## src/rtl/direction_pointer_if.sv

```systemverilog
// Bin handshake between the direction binner (master) and the servo pointer (slave).
interface direction_pointer_if;
  logic       bin_valid_in;
  logic [4:0] bin_in;
  logic       bin_ready_out;

  modport master (output bin_valid_in, output bin_in, input bin_ready_out);
  modport slave  (input bin_valid_in, input bin_in, output bin_ready_out);
endinterface

```

## src/rtl/direction_pointer.sv

```systemverilog
// Converts accepted direction bins into a slew-limited hobby-servo PWM and
// holds the binner off (ready low) until the servo has reached the target.
module direction_pointer #(
  parameter int unsigned PWM_PERIOD_CYCLES = 1966080,
  parameter int unsigned PULSE_MIN_CYCLES  = 98304,
  parameter int unsigned PULSE_STEP_CYCLES = 6144,
  parameter int unsigned SLEW_CYCLES       = 12288
) (
  input  logic                       clk_in,
  input  logic                       rst_n_in,
  direction_pointer_if.slave         bin_if,
  output logic                       pwm_out,
  output logic [3:0]                 position_out,
  output logic                       moving_out
);

  localparam int CW = $clog2(PWM_PERIOD_CYCLES);

  localparam logic [0:0] READY = 1'b0;
  localparam logic [0:0] BUSY  = 1'b1;

  logic [0:0]    r_state;
  logic [CW-1:0] r_count;
  logic [CW-1:0] r_cur;
  logic [CW-1:0] r_target;
  logic [3:0]    r_target_bin;
  logic [3:0]    r_position;
  logic          r_ready;
  logic          r_moving;
  logic          r_pwm;

  logic          w_frame_end;
  logic          w_xfer;
  logic [CW-1:0] w_bin_target;
  logic          w_up;
  logic [CW-1:0] w_diff;
  logic [CW-1:0] w_next_width;

  assign w_frame_end  = (r_count == CW'(PWM_PERIOD_CYCLES - 1));
  assign w_xfer       = bin_if.bin_valid_in && r_ready && (r_state == READY);
  assign w_bin_target = CW'(PULSE_MIN_CYCLES) + CW'(bin_if.bin_in[3:0]) * CW'(PULSE_STEP_CYCLES);

  // Width for the next frame: snap to target when within one slew step,
  // otherwise move one full step toward it.
  always_comb begin
    // NOTE: every always_comb output gets a default first so no latch is inferred.
    w_up         = (r_target > r_cur);
    w_diff       = w_up ? (r_target - r_cur) : (r_cur - r_target);
    w_next_width = r_target;
    if (32'(w_diff) > SLEW_CYCLES) begin
      w_next_width = w_up ? (r_cur + CW'(SLEW_CYCLES)) : (r_cur - CW'(SLEW_CYCLES));
    end
  end

  always_ff @(posedge clk_in or negedge rst_n_in) begin
    if (!rst_n_in) begin
      r_state      <= READY;
      r_count      <= '0;
      r_cur        <= CW'(PULSE_MIN_CYCLES);
      r_target     <= CW'(PULSE_MIN_CYCLES);
      r_target_bin <= '0;
      r_position   <= '0;
      r_ready      <= 1'b0;
      r_moving     <= 1'b0;
      r_pwm        <= 1'b0;
    end else begin
      // NOTE: sequential state uses non-blocking assignments so every read sees pre-edge values.
      r_count <= w_frame_end ? '0 : r_count + CW'(1);
      r_pwm   <= (r_count < r_cur);

      case (r_state)
        READY: begin
          if (w_xfer && !bin_if.bin_in[4]) begin
            r_target     <= w_bin_target;
            r_target_bin <= bin_if.bin_in[3:0];
            r_state      <= BUSY;
            r_ready      <= 1'b0;
            r_moving     <= 1'b1;
          end else begin
            r_ready <= 1'b1;
          end
        end
        BUSY: begin
          // Width only changes at frame end so no frame carries a partial pulse.
          if (w_frame_end) begin
            r_cur <= w_next_width;
            if (w_next_width == r_target) begin
              r_state    <= READY;
              r_ready    <= 1'b1;
              r_moving   <= 1'b0;
              r_position <= r_target_bin;
            end
          end
        end
        default: r_state <= READY;
      endcase
    end
  end

  assign bin_if.bin_ready_out = r_ready;
  assign pwm_out              = r_pwm;
  assign position_out         = r_position;
  assign moving_out           = r_moving;

endmodule

```

## src/flat_wrapper.sv

```systemverilog
// flat-port wrapper written by rule: the top's interface ports become plain ports
module direction_pointer_flat 
#(
  parameter int unsigned PWM_PERIOD_CYCLES = 1966080,
  parameter int unsigned PULSE_MIN_CYCLES  = 98304,
  parameter int unsigned PULSE_STEP_CYCLES = 6144,
  parameter int unsigned SLEW_CYCLES       = 12288
)
  (clk_in, rst_n_in, pwm_out, position_out, moving_out, bin_if_bin_valid_in, bin_if_bin_in, bin_if_bin_ready_out);
  direction_pointer_if bin_if_i ();
  input  logic clk_in;
  input  logic rst_n_in;
  output logic pwm_out;
  output logic [3:0] position_out;
  output logic moving_out;
  input wire logic [$bits(bin_if_i.bin_valid_in)-1:0] bin_if_bin_valid_in;
  input wire logic [$bits(bin_if_i.bin_in)-1:0] bin_if_bin_in;
  output wire logic [$bits(bin_if_i.bin_ready_out)-1:0] bin_if_bin_ready_out;
  assign bin_if_i.bin_valid_in = bin_if_bin_valid_in;
  assign bin_if_i.bin_in = bin_if_bin_in;
  assign bin_if_bin_ready_out = bin_if_i.bin_ready_out;
  direction_pointer #(.PWM_PERIOD_CYCLES(PWM_PERIOD_CYCLES), .PULSE_MIN_CYCLES(PULSE_MIN_CYCLES), .PULSE_STEP_CYCLES(PULSE_STEP_CYCLES), .SLEW_CYCLES(SLEW_CYCLES)) u_core (.clk_in(clk_in), .rst_n_in(rst_n_in), .bin_if(bin_if_i), .pwm_out(pwm_out), .position_out(position_out), .moving_out(moving_out));
endmodule
```

## config.mk

```make
export PLATFORM = sky130hd
export DESIGN_NAME = direction_pointer_flat
export DESIGN_NICKNAME = d
export VERILOG_FILES = /design/src/rtl/direction_pointer_if.sv /design/src/rtl/direction_pointer.sv /design/src/flat_wrapper.sv
export SDC_FILE = /design/constraint.sdc
export NUM_CORES = 1
export LEC_CHECK = 0
export ABC_AREA = 1
export CAP_MARGIN = 10
export CORE_UTILIZATION = 30
export DETAILED_ROUTE_END_ITERATION = 6
export HOLD_SLACK_MARGIN = 0.08
export SYNTH_ARGS = -nofsm -noshare
export SYNTH_HDL_FRONTEND = slang
export SYNTH_SLANG_ARGS = --single-unit
```

## constraint.sdc

```tcl
create_clock -name clk_in -period 5 [get_ports clk_in]
set_input_delay 0.5 -clock clk_in [delete_from_list [all_inputs] [get_ports clk_in]]
set_output_delay 0.5 -clock clk_in [all_outputs]
set_load 0.03 [all_outputs]
```

# == Word level (Yosys, flattened, before mapping) ==
# Index checks and enable logic that the tools add are counted.
# word_totals
register_bits,75
elab_cells,50
output_inout_bits,7
# classes
n_mux,16
mul,1
addsub,6
n_reduce_logical,9
n_lt_le_gt_ge,3
n_eq_ne,5
bitwise_logic,1
# ops
cell,count
$mux 21,4
$sub 21x21->21,2
$add 21x1->21 const B,1
$add 21x14->21 const B,1
$eq 21x21->1,1
$eq 21x21->1 const B,1
$gt 21x14->1 const B,1
$gt 21x21->1,1
$lt 21x21->1,1
$sub 21x14->21 const B,1
$add 17x17->18 const A,1
$mux 1,9
$mul 4x2->6 const B,1
$ne 2x2->1 const B,3
$pmux 1 s2,3
$reduce_and 2->1,3
$reduce_and 3->1,2
$logic_and 1x1->1,3
$logic_not 1->1,1
$not 1->1,1

# == Longest topological paths before layout ==
# Gate-level depths: netlist of run 1.
# logic_depth
word_depth,8
depth_mapped,31

# == Least setup slack after synthesis of run 1 ==
# Ideal clock, no wire load.
# synth_path
path_kind,register to register
start,register u_core.r_target[15]
end,register u_core.r_position[0] (netlist: u_core.position_out[0])
n_path_buf,2
t_required_ns,4.879
setup_slack_ns,1.379
stages_incl_launch_ff,27
setup_time_ns,0.121
arrival_ns,3.500
period_less_slack_ns,3.621
path_cell_list,dfstp_2 -> inv_1 -> ha_1 -> buf_4 -> nand2_1 -> inv_2 -> nand2_1 -> nand2_1 -> a21boi_2 -> nand2_4 -> nand2_4 -> buf_6 -> ha_1 -> a21oi_1 -> nor2_1 -> a211oi_1 -> nand2_1 -> nand2_1 -> nand2_1 -> nand2_1 -> nand2_1 -> nor2_1 -> nor2_1 -> nor3_2 -> nand3_2 -> nand2_1 -> o21ai_1
# synth_between
elab_chain_cells,6
elab_cells_between_ends,9
classes_between,add/sub (2); order compare (2); eq/ne (1); mux (3); reduce/logical (1)
# synth_lines
item,line,text
start: declaration,direction_pointer.sv:25,logic [CW-1:0] r_target;
start signal: assignment,direction_pointer.sv:60,r_target <= CW'(PULSE_MIN_CYCLES);
start signal: assignment,direction_pointer.sv:74,r_target <= w_bin_target;
$sub 21x21->21 / $gt 21x21->1 (equally long branches),"direction_pointer.sv:48, direction_pointer.sv:47",
$mux 21,direction_pointer.sv:48,w_diff = w_up ? (r_target - r_cur) : (r_cur - r_target);
$gt 21x14->1,direction_pointer.sv:50,if (32'(w_diff) > SLEW_CYCLES) begin
$mux 21,direction_pointer.sv:50,
$eq 21x21->1 *,direction_pointer.sv:87,if (w_next_width == r_target) begin
$reduce_and 3->1 (no source line) *,n/a,
end signal: assignment,direction_pointer.sv:91,r_position <= r_target_bin;
end: declaration,direction_pointer.sv:27,logic [3:0] r_position;
# Every way passes the cells marked *; elsewhere a longest branch is shown, timed or not.
# A chain may end at the register's enable or synchronous reset.

# == Final worst setup path of run 1 ==
# Same ends and word-level chain as after synthesis.

==> run summary, run 1 <==
Layout cell share with drive strength beyond 1 - 0.0844
Post-place instance area - 5430 um2
GRT Residual Overflow - 0
Met2 usage - 0.258
Hold buffer count at CTS - 0
DRC viols - 0
Status - finished, final reports clean
Clock share of power - 0.563
Number of vias per cell - 4.79
Core ar. - 16500 um2
Reg clk slew, reported paths - 50 ps
Sink Count - 60
M3 GR Usage - 0.0342
Final Hold Vio Count - 0
Wirelength, routed - 13100 um
CP startpoint kind - flip-flop
Peak supply drop - 152 uV
Slowest CP cell - dfstp_2
Worst-Margin Slew - 785 ps
Max_slew headroom - 0.477
Worst Path Buf+Inv - 2
Psw - 244 uW
Setup repair after global routing missed its margin - no
Largest net degree at the start of global routing - 61
Area growth syn-to-layout - 13.6%
Arrival time at the worst endpoint - 4480 ps
Delay of the slowest critical-path stage - 540 ps
Reg2reg setup slack - 730 ps
Seq pwr share - 0.414
Met1 usage - 0.206
Reg2Reg Depth - 23
Remaining antenna violation count after routing - 0
Worst Setup SP - u_core.r_target[15]
Setup TNS - 0 ps
Final HPWL from detailed placement - 10300 um
Comb pwr share - 0.023
P_leak - 2.99 nW
Clock H-tree levels - 3
Sequential share of the synthesized area - 0.298
CTS tree - built
Clk_lat worst skew - 330 ps
Pwr Total - 1.17 mW
Max Slew Vio Count - 0
Crit-path max FO - 18
Sw Share - 0.208
N_diodes - 0
Kind of critical path - flip-flop to flip-flop
I/O pins - 15
Worst path depth - 23
Post_cts resized - 0
Initial drt markers - 294
Final setup viols - 0
Iteration count of the initial detailed-routing pass - 5
Syn Area/Cell - 6.88 um2
CP Cell Sequence - inv_1 -> ha_1 -> nand2_1 -> nor2_2 -> nand2_2 -> inv_2 -> nand4_4 -> nand2_4 -> ha_1 -> a21oi_1 -> nor2_1 -> a211oi_1 -> nand2_1 -> nand2_1 -> nand2_1 -> nand2_1 -> nand2_1 -> nor2_1 -> nor2_1 -> nor3_2 -> nand3_2 -> nand2_1 -> o21ai_1
Crit path max-delay family - simple AND/OR/NAND/NOR gates
Filler cells - 1726
Commonest non-fill, non-tap cell in the layout - nand2_1
Final design utilization - 0.348
Total track usage - 0.158
RePlAce Congestion - 0.916
Clock skew - 9.73 ps
Max Cap Viol - 0
Commonest non-fill, non-tap cells in the layout - 206 x nand2_1, 97 x inv_1, 75 x nor2_1
Endpoint class of the critical path - flip-flop
First-pass GRT wire length - 22000 um
Clock root cell - clkbuf_16
Most Crowded Layer GR - met2
Type of the worst min-delay path - primary input to async pin
CP Capture Point - u_core.position_out[0]
Vias in the first global route - 4435
Post-DR wirelength/cell - 13.4 um
Final period util - 0.853
Syn Inst Count - 735
Netlist Area Pre-Place - 5060 um2
Max Freq - 234 MHz
Port-buffer cells - 14
Reg-to-reg startpoint - u_core.r_target[15]
Syn_nets - 791
Power per cell area - 204 nW/um2
Number of CTS-inserted buffers - 9
Initial core utilization - 0.306
Row cnt - 47
Synthesized flop and latch total - 60
Minimum clock period - 4270 ps
Antenna violations before repair - 0
Die area - 17400 um2
Top cell by count, worst path - nand2_1
Post-CTS Setup Inserts - 0
Die width - 132 um
Cell variety after synth - 43
Die Span Y - 132 um
Largest buffer count on any clock path - 2
Final #Nets - 809
WP data required - 5220 ps
Vias - 4680
End of the worst register-to-register path - u_core.position_out[0]
P_int - 929 uW
Post-route cell area - 5750 um2
Ys Warns - 0
worst min path at each step:
stage	slack, ps	endpoint	from	cells past startpoint
2_1_floorplan	200	u_core.bin_if.bin_ready_out	rst_n_in	0
6_report	320	u_core.r_cur[1]	rst_n_in	2
5_1_grt	420	u_core.r_cur[1]	rst_n_in	2
3_5_place_dp	470	u_core.moving_out	u_core.moving_out	2
4_1_cts	370	u_core.r_cur[1]	rst_n_in	2
3_3_place_gp	470	u_core.moving_out	u_core.moving_out	2
synthesized netlist by cell type:
library cell | n | area [um2]
a211oi_1 | 3 | 22.5
a21boi_2 | 1 | 11.3
a21o_1 | 3 | 22.5
a21oi_1 | 33 | 165
a221oi_1 | 1 | 8.76
a2bb2oi_1 | 1 | 8.76
a31oi_1 | 1 | 6.26
and2_1 | 1 | 6.26
and3_1 | 1 | 6.26
buf_1 | 1 | 3.75
buf_2 | 3 | 15.0
buf_4 | 2 | 15.0
buf_6 | 2 | 22.5
clkbuf_1 | 3 | 11.3
dfrtp_1 | 56 | 1400
dfstp_2 | 4 | 105
fa_1 | 2 | 40.0
ha_1 | 46 | 576
inv_1 | 97 | 364
inv_2 | 9 | 33.8
nand2_1 | 206 | 773
nand2_2 | 6 | 37.5
nand2_4 | 2 | 22.5
nand3_1 | 46 | 230
nand3_2 | 1 | 10.0
nand3b_1 | 6 | 45.0
nand4_1 | 23 | 144
nand4_4 | 1 | 21.3
nor2_1 | 75 | 282
nor2_2 | 12 | 75.1
nor2_4 | 3 | 33.8
nor3_1 | 11 | 55.1
nor3_2 | 3 | 30.0
nor3b_1 | 1 | 7.51
nor4_1 | 3 | 18.8
o211ai_1 | 2 | 15.0
o21ai_0 | 34 | 170
o21ai_1 | 4 | 20.0
o221ai_1 | 1 | 8.76
o22ai_1 | 2 | 12.5
or2_2 | 1 | 6.26
xnor2_1 | 3 | 26.3
xor2_1 | 19 | 166
worst register-to-register path, stage by stage, from the launching register on:
cell and delay, ps:
dfstp_2 540, inv_1 90, ha_1 450, nand2_1 170, nor2_2 200, nand2_2 90, inv_2 80, nand4_4 150
nand2_4 260, ha_1 350, a21oi_1 250, nor2_1 60, a211oi_1 260, nand2_1 90, nand2_1 100, nand2_1 60
nand2_1 60, nand2_1 100, nor2_1 110, nor2_1 60, nor3_2 260, nand3_2 210, nand2_1 110, o21ai_1 60
final cells by class:
type | instances | area [um2] | area share
flip-flops and latches | 60 | 1510 | 0.262
inverters | 106 | 398 | 0.0693
clock buffers | 9 | 225 | 0.0392
multi-input cells | 558 | 3080 | 0.537
clock inverters | 7 | 91.3 | 0.0159
well taps | 220 | 275 | 0.0479
repair buffers | 18 | 165 | 0.0287
power by group through the flow:
stage | combinational [mW] | sequential [mW] | clock, mW
3_3_place_gp | 0.0281 | 0.494 | 0
3_5_place_dp | 0.0285 | 0.494 | 0
2_1_floorplan | 0.00870 | 0.495 | 0
6_report | 0.0271 | 0.486 | 0.661
4_1_cts | 0.0286 | 0.486 | 0.674
5_1_grt | 0.0321 | 0.486 | 0.698
cell families after synthesis:
| kind of cell | Yosys count | synth area share |
|---|---|---|
| simple gates | 402 | 0.357 |
| buf+inv | 117 | 0.0921 |
| compound gates | 86 | 0.0933 |
| flops | 60 | 0.298 |
| fa+ha+maj | 48 | 0.122 |
| xor+xnor | 22 | 0.0381 |
flip-flops by register name, summed over array words and instances, names as in the netlist:
signal	count
u_core.bin_if.bin_ready_out	1
u_core.pwm_out	1
u_core.moving_out	1
u_core.r_target_bin	4
u_core.r_state	1
u_core.r_count	21
u_core.r_target	6
u_core.r_cur	21
u_core.position_out	4
per-stage QoR:
step | std cells | hold slack, ps | worst slack (ps)
floorplan | 735 | 204 | 1380
finish | 978 | 325 | 735
global route | 978 | 416 | 295
detailed placement | 962 | 466 | 799
CTS | 978 | 372 | 776
global placement | 962 | 468 | 791
layer usage:
metal | share of wire | wire (um)
met5 | 0 | 0
met4 | 0.019 | 248
met2 | 0.46 | 6040
met3 | 0.049 | 644
met1 | 0.47 | 6140
No activity file was read; power rests on OpenSTA's default activity.
==> run 2: changes to the inputs <==
Settings changed: CORE_UTILIZATION 30 to 45.
==> run summary, run 2 (same netlist as run 1, synthesis figures left out) <==
Status - finished, final reports clean (unchanged)
End of the worst register-to-register path - u_core.position_out[0] (unchanged)
Max_slew headroom - 0.520 (was 0.477)
RePlAce Congestion - 0.959 (was 0.916)
First-pass GRT wire length - 22000 um (about the same)
DRC viols - 0 (unchanged)
Delay of the slowest critical-path stage - 550 ps (was 540 ps)
Initial core utilization - 0.464 (was 0.306)
Final #Nets - 810 (was 809)
Seq pwr share - 0.547 (was 0.414)
Kind of critical path - flip-flop to flip-flop (unchanged)
Comb pwr share - 0.032 (was 0.023)
WL met3 - 630 um (was 644 um)
Hold Path Depth - 1
Final Hold Vio Count - 0 (unchanged)
Wirelength, routed - 13200 um (was 13100 um)
Max Slew Vio Count - 0 (unchanged)
Reg clk slew, reported paths - 70 ps (was 50 ps)
Vias in the first global route - 4445 (was 4435)
Reg2reg setup slack - 670 ps (was 730 ps)
N_diodes - 0 (unchanged)
Worst-Margin Slew - 720 ps (was 785 ps)
Core ar. - 10900 um2 (was 16500 um2)
CP Cell Sequence - inv_1 -> ha_1 -> nand2_1 -> nor2_2 -> nand2_2 -> inv_2 -> nand4_4 -> nand2_4 -> ha_1 -> a21oi_1 -> nor2_1 -> a211oi_1 -> nand2_1 -> nand2_1 -> nand2_1 -> nand2_1 -> nand2_1 -> nor2_1 -> nor2_1 -> nor3_2 -> nand3_2 -> nand2_1 -> o21ai_1 (unchanged)
Min-delay src - u_core.r_count[0]
Post-DR wirelength/cell - 14.6 um (was 13.4 um)
GRT Residual Overflow - 0 (unchanged)
Psw - 212 uW (was 244 uW)
P_leak - 2.92 nW (was 2.99 nW)
Minimum clock period - 4330 ps (was 4270 ps)
Vias - 4756 (was 4680)
Die Span Y - 108 um (was 132 um)
Pwr Total - 887 uW (was 1.17 mW)
Total track usage - 0.245 (was 0.158)
Hold buffer count at CTS - 1 (was 0)
Area growth syn-to-layout - 8.79% (was 13.6%)
Top routing layer in use - met4 (unchanged)
Post_cts resized - 0 (unchanged)
Clk_lat worst skew - 350 ps (was 330 ps)
Reg2Reg Depth - 23 (unchanged)
I/O pins - 15 (unchanged)
Power per cell area - 161 nW/um2 (was 204 nW/um2)
CTS tree - built (unchanged)
Commonest non-fill, non-tap cell in the layout - nand2_1 (unchanged)
Port-buffer cells - 14 (unchanged)
Reg-to-reg startpoint - u_core.r_target[15] (unchanged)
Row cnt - 38 (was 47)
Max Freq - 231 MHz (was 234 MHz)
CP startpoint kind - flip-flop (unchanged)
M1 wire length - 6430 um (was 6140 um)
Clock skew - 11.3 ps (was 9.73 ps)
Final period util - 0.867 (was 0.853)
Metal2 WL - 5870 um (was 6040 um)
Number of CTS-inserted buffers - 9 (unchanged)
Initial drt markers - 347 (was 294)
Slowest CP cell - dfstp_2 (unchanged)
Setup TNS - 0 ps (unchanged)
WP data required - 5230 ps (was 5220 ps)
Clock H-tree levels - 3 (unchanged)
Crit-path max FO - 18 (unchanged)
Number of vias per cell - 5.29 (was 4.79)
Antenna violations before repair - 0 (unchanged)
Endpoint class of the critical path - flip-flop (unchanged)
P_int - 675 uW (was 929 uW)
Remaining antenna violation count after routing - 0 (unchanged)
Peak supply drop - 122 uV (was 152 uV)
Die area - 11700 um2 (was 17400 um2)
Biggest regs - u_core.r_count: 21 flops, u_core.r_cur: 21 flops, u_core.r_target: 6 flops (unchanged)
Sw Share - 0.239 (was 0.208)
Largest buffer count on any clock path - 2 (unchanged)
Max Cap Viol - 0 (unchanged)
Hold slack - 494 ps (was 325 ps)
Arrival time at the worst endpoint - 4560 ps (was 4480 ps)
Commonest non-fill, non-tap cells in the layout - 206 x nand2_1, 97 x inv_1, 75 x nor2_1 (unchanged)
Sink Count - 60 (unchanged)
Die width - 108 um (was 132 um)
Clock share of power - 0.421 (was 0.563)
WHS Endpoint - u_core.r_count[0]
Final HPWL from detailed placement - 10500 um (was 10300 um)
Iteration count of the initial detailed-routing pass - 5 (unchanged)
Final setup viols - 0 (unchanged)
Layout cell share with drive strength beyond 1 - 0.0804 (was 0.0844)
Post-CTS Setup Inserts - 0 (unchanged)
Filler cells - 1091 (was 1726)
Setup repair after global routing missed its margin - no (unchanged)
Largest net degree at the start of global routing - 57 (was 61)
Worst Setup SP - u_core.r_target[15] (unchanged)
Final design utilization - 0.505 (was 0.348)
Clock root cell - clkbuf_8 (was clkbuf_16)
Top cell by count, worst path - nand2_1 (unchanged)
Type of the worst min-delay path - flip-flop to flip-flop (was primary input to async pin)
run 2: cell count changes in the layout (fill, tap and decap cells not counted):
cell and delta:
bufinv_16 -2, clkinv_2 -1, dlygate4sd3_1 +1, clkbuf_16 -9
clkbuf_1 +3, clkbuf_8 +9
run 2: metal layers:
metal  up-vias  GRT usage
li1       2414          -
met2       131      0.385
met4         0     0.0734
met3        20     0.0338
met5         -          0
met1      2191      0.348
run 2: power by group through the flow:
stage	registers [mW]	clock network, mW	logic [mW]
final	0.485	0.374	0.0282
after global routing	0.485	0.405	0.0335
after CTS	0.485	0.386	0.0295
after detailed placement	0.494	0	0.0289
after global placement	0.494	0	0.0282
after floorplan	0.495	0	0.00870
run 2: worst max-delay path by stage:
stage	endpoint	slack (ps)	depth (start not counted)
final	u_core.position_out[0]	670	23
after global placement	u_core.position_out[0]	890	23
after CTS	u_core.position_out[0]	720	23
after global routing	u_core.position_out[2]	370	23
after floorplan	u_core.position_out[0]	1380	26
after detailed placement	u_core.position_out[2]	750	23
run 2: area by class of cell:
class	instances	area (um2)	area share
multi-input cells	558	3080	0.561
repair buffers	19	175	0.0318
clock buffers	12	135	0.0246
clock inverters	4	26.3	0.00478
flip-flops and latches	60	1510	0.274
inverters	106	398	0.0723
well taps	140	175	0.0318
run 2: critical path, delay by kind of cell (launching register included):
kind	cells	cell delay [ps]
AOI/OAI and AO/OA	3	570
adders and majority gates	2	810
buffers and inverters	2	170
DFF	1	550
and+or+nand+nor	16	2110
run 2: metrics by stage:
step	worst slack, ps	cells	instance area (um2)
final	666	899	5500
after global routing	366	899	5500
after CTS	718	899	5500
after detailed placement	751	882	5330
after global placement	888	882	5330
after floorplan	1380	735	5060
==> run 3: changes to the inputs <==
Settings changed: ABC_CLOCK_PERIOD_IN_PS set to 5000, CORE_MARGIN set to 8.
==> run summary, run 3 (same netlist as run 1, synthesis figures left out) <==
Final Hold Vio Count - 0 (unchanged)
DRC viols - 0 (unchanged)
Final setup viols - 0 (unchanged)
Hold buffer count at CTS - 0 (was 1)
Crit path max-delay family - simple AND/OR/NAND/NOR gates (unchanged)
Die width - 122 um (was 108 um)
Core ar. - 10900 um2 (unchanged)
GRT Residual Overflow - 0 (unchanged)
Max Freq - 238 MHz (was 231 MHz)
Post-CTS Setup Inserts - 0 (unchanged)
I/O pins - 15 (unchanged)
Initial drt markers - 425 (was 347)
Iteration count of the initial detailed-routing pass - 5 (unchanged)
Peak supply drop - 186 uV (was 122 uV)
Worst Path Buf+Inv - 2 (unchanged)
Max Slew Vio Count - 0 (unchanged)
Port-buffer cells - 14 (unchanged)
Minimum clock period - 4200 ps (was 4330 ps)
Setup TNS - 0 ps (unchanged)
Commonest non-fill, non-tap cells in the layout - 206 x nand2_1, 97 x inv_1, 75 x nor2_1 (unchanged)
Endpoint class of the critical path - flip-flop (unchanged)
Post-DR wirelength/cell - 14.3 um (was 14.6 um)
Die Span Y - 122 um (was 108 um)
Hold slack - 284 ps (was 494 ps)
Reg clk slew, reported paths - 70 ps (about the same)
Final #Nets - 809 (was 810)
Setup repair after global routing missed its margin - no (unchanged)
Clock H-tree levels - 3 (unchanged)
Worst-Margin Slew - 743 ps (was 720 ps)
Layout cell share with drive strength beyond 1 - 0.0805 (was 0.0804)
Crit-path max FO - 18 (unchanged)
Status - finished, final reports clean (unchanged)
Max_slew headroom - 0.505 (was 0.520)
P_leak - 2.93 nW (was 2.92 nW)
N_diodes - 0 (unchanged)
First-pass GRT wire length - 21900 um (was 22000 um)
CP Cell Sequence - inv_1 -> ha_1 -> nand2_1 -> nor2_2 -> nand2_2 -> inv_2 -> nand4_4 -> nand2_4 -> ha_1 -> a21oi_1 -> nor2_1 -> a211oi_1 -> nand2_1 -> nand2_1 -> nand2_1 -> nand2_1 -> nand2_1 -> nor2_1 -> nor2_1 -> nor3_2 -> nand3_2 -> nand2_1 -> o21ai_1 (unchanged)
WP data required - 5230 ps (about the same)
Delay of the slowest critical-path stage - 540 ps (was 550 ps)
CP startpoint kind - flip-flop (unchanged)
CTS tree - built (unchanged)
Initial core utilization - 0.464 (unchanged)
Biggest regs - u_core.r_count: 21 flops, u_core.r_cur: 21 flops, u_core.r_target: 6 flops (unchanged)
Number of vias per cell - 5.22 (was 5.29)
Top cell by count, worst path - nand2_1 (unchanged)
Power per cell area - 169 nW/um2 (was 161 nW/um2)
Arrival time at the worst endpoint - 4430 ps (was 4560 ps)
Post_cts resized - 0 (unchanged)
Number of CTS-inserted buffers - 9 (unchanged)
Vias - 4691 (was 4756)
Wirelength, routed - 12900 um (was 13200 um)
Commonest non-fill, non-tap cell in the layout - nand2_1 (unchanged)
Kind of critical path - flip-flop to flip-flop (unchanged)
Row cnt - 38 (unchanged)
Final HPWL from detailed placement - 10400 um (was 10500 um)
Largest buffer count on any clock path - 2 (unchanged)
Die area - 14900 um2 (was 11700 um2)
RePlAce Congestion - 0.912 (was 0.959)
Total track usage - 0.185 (was 0.245)
Area growth syn-to-layout - 9.06% (was 8.79%)
Clock skew - 7.33 ps (was 11.3 ps)
Clock root cell - clkbuf_8 (unchanged)
Sink Count - 60 (unchanged)
Type of the worst min-delay path - primary input to async pin (was flip-flop to flip-flop)
Antenna violations before repair - 0 (unchanged)
Largest net degree at the start of global routing - 61 (was 57)
Max Cap Viol - 0 (unchanged)
Filler cells - 1085 (was 1091)
Slowest CP cell - dfstp_2 (unchanged)
Clk_lat worst skew - 350 ps (about the same)
Vias in the first global route - 4488 (was 4445)
Remaining antenna violation count after routing - 0 (unchanged)
Final period util - 0.840 (was 0.867)
-- run 3: changes by cell type in the layout (fill, tap and decap cells not counted), sizes merged --
cell	previous run	this run
clkinv	3	1
clkinvlp	1	2
dlygate4sd3	1	0
bufinv	0	1
-- run 3: power by group --
group	switching, mW	internal, mW
clock network	0.190	0.230
logic	0.0173	0.00986
registers	0	0.486
total	0.208	0.725
-- run 3: area by class of cell --
class	instances	area (um2)	area share
multi-input cells	558	3080	0.559
inverters	106	398	0.0722
well taps	140	175	0.0318
flip-flops and latches	60	1510	0.273
clock inverters	4	50.0	0.00908
repair buffers	18	165	0.0300
clock buffers	12	135	0.0245
-- run 3: final timing paths --
kind	startpoint	end	slack [ps]	cells after the start
max	u_core.r_target[15]	u_core.position_out[3]	800	23
min	rst_n_in	u_core.r_count[2]	280	2
max reg2reg	u_core.r_target[15]	u_core.position_out[3]	800	23
min reg2reg	u_core.moving_out	u_core.moving_out	490	2
max in group asynchronous	rst_n_in	u_core.r_target_bin[1]	4210	2
min in group clk_in	u_core.moving_out	u_core.moving_out	490	2
-- run 3: worst register-to-register path, stage by stage (launching register included) --
cell      delay, ps
dfstp_2         540
inv_1            80
ha_1            430
nand2_1         150
nor2_2          200
nand2_2          90
inv_2            70
nand4_4         140
nand2_4         260
ha_1            350
a21oi_1         270
nor2_1           70
a211oi_1        240
nand2_1          90
nand2_1          90
nand2_1          60
nand2_1          60
nand2_1          90
nor2_1          120
nor2_1           70
nor3_2          240
nand3_2         210
nand2_1         100
o21ai_1          70
-- run 3: per-layer routing --
metal / global-route usage / vias up / wire (um)
met1: 0.253 / 2139 / 6250
li1: - / 2414 / -
met5: 0 / - / 0
met4: 0.0617 / 0 / 193
met3: 0.0301 / 16 / 721
met2: 0.289 / 122 / 5720
-- run 3: metrics by stage --
step / cells / area [um2] / total power [mW] / setup WS [ps] / utilization
global route: 898 / 5510 / 0.966 / 324 / 0.506
finish: 898 / 5510 / 0.933 / 801 / 0.506
floorplan: 735 / 5060 / 0.503 / 1380 / -
global placement: 882 / 5330 / 0.522 / 967 / 0.489
detailed placement: 882 / 5330 / 0.523 / 863 / 0.489
CTS: 898 / 5510 / 0.943 / 805 / 0.506
